## src/rtl/rgb_fade_sequencer.sv

```systemverilog
// RGB fade sequencer: sits between the three encoder level registers and the
// three PWM channels. Manual mode passes encoder levels straight through
// (registered). Auto mode walks a small palette of stored colours. It fades
// each channel one LSB per step tick toward the target slot, then dwells for
// a fixed number of ticks before moving to the next written slot.
module rgb_fade_sequencer #(
   parameter int unsigned WIDTH     = 8,
   parameter int unsigned NUM_SLOTS = 4,
   parameter int unsigned STEP_DIV  = 256,
   parameter int unsigned DWELL     = 512
) (
   input  logic                         clk,
   input  logic                         reset,
   input  logic [WIDTH-1:0]             enc0,
   input  logic [WIDTH-1:0]             enc1,
   input  logic [WIDTH-1:0]             enc2,
   input  logic                         store,
   input  logic                         mode,
   output logic [WIDTH-1:0]             level0,
   output logic [WIDTH-1:0]             level1,
   output logic [WIDTH-1:0]             level2,
   output logic [$clog2(NUM_SLOTS)-1:0] slot,
   output logic                         fading,
   output logic [$clog2(NUM_SLOTS):0]   valid_cnt
);

   localparam int unsigned SW = $clog2(NUM_SLOTS);
   localparam int unsigned PW = (STEP_DIV > 1) ? $clog2(STEP_DIV) : 1;
   localparam int unsigned DW = (DWELL > 1) ? $clog2(DWELL) : 1;
   localparam logic [PW-1:0] PMAX = PW'(STEP_DIV - 1);
   localparam logic [DW-1:0] DMAX = DW'(DWELL - 1);
   localparam logic [SW:0]   VMAX = (SW+1)'(NUM_SLOTS);

   typedef enum logic [1:0] {IDLE, FADE, HOLD} state_e;

   state_e              state_q, state_d;
   logic [SW-1:0]       slot_q, slot_d;
   logic [PW-1:0]       presc_q, presc_d;
   logic [DW-1:0]       dwell_q, dwell_d;
   logic [WIDTH-1:0]    lvl_q [3];
   logic [WIDTH-1:0]    lvl_d [3];

   logic [3*WIDTH-1:0]  pal_q [NUM_SLOTS];
   logic [SW-1:0]       wr_ptr_q;
   logic [SW:0]         valid_q;

   logic [WIDTH-1:0]    tgt [3];
   logic                tick;
   logic                at_tgt;
   logic [SW-1:0]       slot_nx;

   // Palette capture: write pointer wraps, entry count saturates at depth.
   always_ff @(posedge clk or posedge reset) begin
      if (reset) begin
         for (int unsigned i = 0; i < NUM_SLOTS; i++) begin
            pal_q[i] <= '0;
         end
         wr_ptr_q <= '0;
         valid_q  <= '0;
      end else if (store) begin
         pal_q[wr_ptr_q] <= {enc2, enc1, enc0};
         wr_ptr_q        <= wr_ptr_q + 1'b1;
         if (valid_q != VMAX) begin
            valid_q <= valid_q + 1'b1;
         end
      end
   end

   // Split the targeted palette word into per-channel targets.
   always_comb begin
      tgt[0] = pal_q[slot_q][WIDTH-1:0];
      tgt[1] = pal_q[slot_q][2*WIDTH-1:WIDTH];
      tgt[2] = pal_q[slot_q][3*WIDTH-1:2*WIDTH];
   end

   // State and datapath registers.
   always_ff @(posedge clk or posedge reset) begin
      if (reset) begin
         state_q <= IDLE;
         slot_q  <= '0;
         presc_q <= '0;
         dwell_q <= '0;
         lvl_q   <= '{default: '0};
      end else begin
         state_q <= state_d;
         slot_q  <= slot_d;
         presc_q <= presc_d;
         dwell_q <= dwell_d;
         lvl_q   <= lvl_d;
      end
   end

   // Next-state and fade stepping.
   always_comb begin
      state_d = state_q;
      slot_d  = slot_q;
      presc_d = presc_q;
      dwell_d = dwell_q;
      lvl_d   = lvl_q;

      tick    = (presc_q == PMAX);
      at_tgt  = (lvl_q[0] == tgt[0]) && (lvl_q[1] == tgt[1]) &&
                (lvl_q[2] == tgt[2]);
      slot_nx = (({1'b0, slot_q} + 1'b1) == valid_q) ? '0 : slot_q + 1'b1;

      if (!mode) begin
         state_d  = IDLE;
         presc_d  = '0;
         dwell_d  = '0;
         lvl_d[0] = enc0;
         lvl_d[1] = enc1;
         lvl_d[2] = enc2;
      end else begin
         case (state_q)
            IDLE: begin
               if (valid_q != '0) begin
                  state_d = FADE;
                  slot_d  = '0;
                  presc_d = '0;
               end
            end
            FADE: begin
               // Prescaler restarts on entry to HOLD so the dwell is exactly
               // DWELL*STEP_DIV cycles regardless of where the fade ended.
               if (at_tgt) begin
                  state_d = HOLD;
                  dwell_d = '0;
                  presc_d = '0;
               end else begin
                  presc_d = tick ? '0 : presc_q + 1'b1;
                  if (tick) begin
                     for (int unsigned c = 0; c < 3; c++) begin
                        if (lvl_q[c] < tgt[c]) begin
                           lvl_d[c] = lvl_q[c] + 1'b1;
                        end else if (lvl_q[c] > tgt[c]) begin
                           lvl_d[c] = lvl_q[c] - 1'b1;
                        end
                     end
                  end
               end
            end
            HOLD: begin
               presc_d = tick ? '0 : presc_q + 1'b1;
               if (tick) begin
                  if (dwell_q == DMAX) begin
                     state_d = FADE;
                     slot_d  = slot_nx;
                     dwell_d = '0;
                  end else begin
                     dwell_d = dwell_q + 1'b1;
                  end
               end
            end
            default: state_d = IDLE;
         endcase
      end
   end

   // Registered outputs.
   always_comb begin
      fading    = (state_q == FADE);
      level0    = lvl_q[0];
      level1    = lvl_q[1];
      level2    = lvl_q[2];
      slot      = slot_q;
      valid_cnt = valid_q;
   end

endmodule

```

## config.mk

```make
export PLATFORM = sky130hd
export DESIGN_NAME = rgb_fade_sequencer
export DESIGN_NICKNAME = d
export VERILOG_FILES = /design/src/rtl/rgb_fade_sequencer.sv
export SDC_FILE = /design/constraint.sdc
export NUM_CORES = 1
export LEC_CHECK = 0
export ABC_AREA = 1
export BUFFER_PORTS_ARGS = -buffer_cell sky130_fd_sc_hd__buf_2
export CORE_ASPECT_RATIO = 0.9
export CORE_MARGIN = 2
export CORE_UTILIZATION = 35
export CTS_CLUSTER_DIAMETER = 100
export DETAILED_ROUTE_END_ITERATION = 8
export GPL_TIMING_DRIVEN = 0
export PLACE_DENSITY = 0.55
export SYNTH_ARGS = -nofsm -noshare
export SYNTH_HDL_FRONTEND = slang
export SYNTH_SLANG_ARGS = --single-unit
```

## constraint.sdc

```tcl
create_clock -name clk -period 7.1 [get_ports clk]
set_input_delay 1.775 -clock clk [delete_from_list [all_inputs] [get_ports clk]]
set_output_delay 1.775 -clock clk [all_outputs]
set_load 0.005 [all_outputs]
```

==> flow_metrics.tcl <==
set metrics [dict create \
    outcome "finished, final reports clean" \
    ys_seq_area_share_pct 43.27 \
    grt_pass1_wl_microns 39160 \
    worst_pin_slew_ns 1.029 \
    post-place-ws_ns 3.042 \
    drv_cap 0 \
    use_met1_pct 29.79 \
    fmax_ghz 0.2482 \
    synth_top_flop_cell "dfrtp_1" \
    dieArea_sq_um 25380 \
    clk_latency_ns 0.42 \
    ctsHtreeMaxLevel 4 \
    slowest_delay_ns 0.48 \
    num_rows 53 \
    worstPathCellList "buf_2 -> buf_2 -> clkbuf_1 -> a21oi_1 -> a32o_1 -> ha_1 -> nand2_1 -> nand2_1 -> nand2_1 -> nand2_1 -> nand2_1 -> nand2_1 -> ha_1 -> nand3_1 -> nand3_1 -> a21oi_1 -> xor2_1 -> nand2_1 -> nand3_1 -> nand2_1" \
    grt_use_met2_pct 30.81 \
    required_ns 7.41 \
    rsz0062_at_grt "no" \
    worst-path-buf-inv 3 \
    clock_sinks 146 \
    antenna_cells 0 \
    postRouteAntennaNets 0 \
    layout.area.seq_sq_um 3654 \
    globalplace.congestion 0.8119 \
    p_per_area_nw_per_um2 531.2 \
    crit_fanout 11 \
    final_cell_area_sq_um 9663 \
    pin_count 58 \
    fin_crit_sh_pct 56.75 \
    switching_share_pct 45.79 \
    dpl_cell_area_sq_um 9129 \
    grt_util_met3_pct 3.658 \
    fillerInstances 2391 \
    ys_async_sr_fraction_pct 100.0 \
    drcViolationCount 0 \
    drive_above_1_share_pct 9.991 \
    wl_microns 24420 \
    cts_resized 0 \
    cp.arrival_ns 4.34 \
    yosys_warnings 0 \
    report.final.slew_viol_count 0 \
    pwr-share-clk_pct 16.6 \
    crit_type "reg -> reg" \
    slew-limit-headroom_pct 31.38 \
    grt_overflow_total 0 \
    cts_buffer_depth 2 \
    pwr-share-comb_pct 55.5 \
    fp.dieW_microns 167.7 \
    crit_top_cell "nand2_1" \
    startpoint_type "register" \
    post_cts_buffers 0 \
    grt_pass1_vias 6903 \
    p_sw_uw 2350 \
    ctsRootBufferMaster "clkbuf_16" \
    final.min_clock_period_ns 4.029 \
    viasPerCell 5.049 \
    cp-end-kind "register" \
    fin_nets 1239 \
    fin_skew_ns 0.008346 \
    synth_seq_cells 146 \
    p_leak_uw 0.004838 \
    tritoncts "built" \
    critical_path.top_delay_family "simple AND/OR/NAND/NOR gates" \
    drt_iter0_markers 565 \
    mostFrequentLayoutCells "nand2_1 (360), dfrtp_1 (146), o21ai_0 (135)" \
    numCtsBuffers 17 \
    post_drt_wl_per_cell_microns 16.69 \
    die_h_microns 151.3 \
    grt_antenna_before_repair 0 \
    hold_path_class "reg -> reg" \
    dp_hpwl_microns 16940 \
    hold_ws_ns 0.4811 \
    grt_max_degree 94 \
    grt_usage_pct 20.14 \
    syn_area_per_cell_sq_um 7.839 \
    final_common_cell "nand2_1" \
    mappedNetlistNets 1164 \
    report.final.hold_viol_count 0 \
    synth-edff-count 0 \
    synthCells 1077 \
    multi_input_comb_area_sq_um 4250 \
    synth_cell_types 39 \
    area_growth_syn_to_layout_pct 14.45 \
    setup_viol 0 \
    pwr-share-seq_pct 27.9 \
    cp_slowest_cell "clkbuf_1" \
    path_clk_slew_ns 0.06 \
    vias 7387 \
    syn_area_sq_um 8443 \
    drtPass1Iterations 5 \
    worst_slack_ns 3.071 \
    intPower_uw 2782 \
    io_buffers 55 \
    cts-hold-fix-buffers 0 \
    setup_tns_ns 0 \
    start_util_pct 35.87 \
    floorplan.core_area_sq_um 23540 \
    busiest_layer "met2" \
    vdd_drop_max_mv 0.4262 \
]
==> final cells by class <==
class / instances / area share [%]
Timing Repair Buffer: 56 / 3.133
Sequential cell: 146 / 37.81
Multi-Input combinational cell: 794 / 43.99
Inverter: 94 / 3.794
Clock buffer: 23 / 4.946
Buffer: 43 / 1.839
Clock inverter: 5 / 0.5827
Tap cell: 302 / 3.910
==> cell usage after synthesis (6+ instances only) <==
cell        n  area, sq um
nand2_1   360         1351
dfrtp_1   146         3654
o21ai_0   135        675.7
inv_1      86        322.8
ha_1       56        700.7
nor2_1     48        180.2
a21oi_1    47        235.2
nand3_1    42        210.2
clkbuf_1   27        101.4
a32o_1     21        210.2
nand4_1    15        93.84
xor2_1     15        131.4
buf_2      10        50.05
o21ai_1     8        40.04
nor3_1      6        30.03
==> sequential cells by signal, summed over array words and instances (netlist names) <==
register,cells
pal_q,96
dwell_q,9
level0,8
level1,8
level2,8
presc_q,8
valid_cnt,3
slot,2
state_q,2
wr_ptr_q,2
==> cell families (layout without fill, tap and decap cells) <==
family,Yosys count,in the layout,synth area share [%]
xor gates and xnor gates,19,19,1.971
DFF,146,146,43.27
AOI/OAI and AO/OA,229,229,15.37
adders and majority gates,59,59,9.010
and+or+nand+nor,487,487,23.99
buffers and inverters,137,221,6.387
==> power groups by stage <==
stage | sequential [uW] | clock [uW] | combinational, uW
floorplan | 1390 | 0 | 2160
global route | 1480 | 901 | 3300
CTS | 1430 | 862 | 2870
detailed placement | 1440 | 0 | 2850
finish | 1430 | 851 | 2850
global placement | 1440 | 0 | 2810
==> worst paths after layout <==
path / from / to / slack, ns / cells after the start
max: slot[0]$_DFFE_PP0P_ / level0[5]$_DFFE_PP0P_ / 3.07 / 20
min: pal_q[25]$_DFFE_PP0P_ / pal_q[25]$_DFFE_PP0P_ / 0.48 / 2
max reg2reg: slot[0]$_DFFE_PP0P_ / level0[5]$_DFFE_PP0P_ / 3.07 / 20
min reg2reg: pal_q[25]$_DFFE_PP0P_ / pal_q[25]$_DFFE_PP0P_ / 0.48 / 2
max in group asynchronous: reset / pal_q[20]$_DFFE_PP0P_ / 4.84 / 3
min in group asynchronous: reset / pal_q[27]$_DFFE_PP0P_ / 1.42 / 2
==> metal layers <==
metal  share of wire (%)  routed length (microns)
met5                   0                        0
met4                 1.0                      244
met3                 4.9                     1203
met2                  44                    10660
met1                  50                    12310
==> worst register-to-register path, stage by stage, from the launching register on <==
cell and delay, ns:
dfrtp_1 0.37, buf_2 0.19, buf_2 0.28, clkbuf_1 0.48, a21oi_1 0.14, a32o_1 0.27, ha_1 0.30, nand2_1 0.07
nand2_1 0.04, nand2_1 0.05, nand2_1 0.04, nand2_1 0.10, nand2_1 0.30, ha_1 0.47, nand3_1 0.11, nand3_1 0.15
a21oi_1 0.20, xor2_1 0.15, nand2_1 0.06, nand3_1 0.09, nand2_1 0.05
==> per-stage QoR <==
step | utilization (%) | std cells | total power, uW
6_report | 41.05 | 1463 | 5133
2_1_floorplan | - | 1077 | 3551
3_5_place_dp | 38.78 | 1435 | 4295
3_3_place_gp | 38.64 | 1434 | 4250
5_1_grt | 41.05 | 1463 | 5681
4_1_cts | 41.05 | 1463 | 5165
Note: power is estimated with default switching activity, not from simulation.
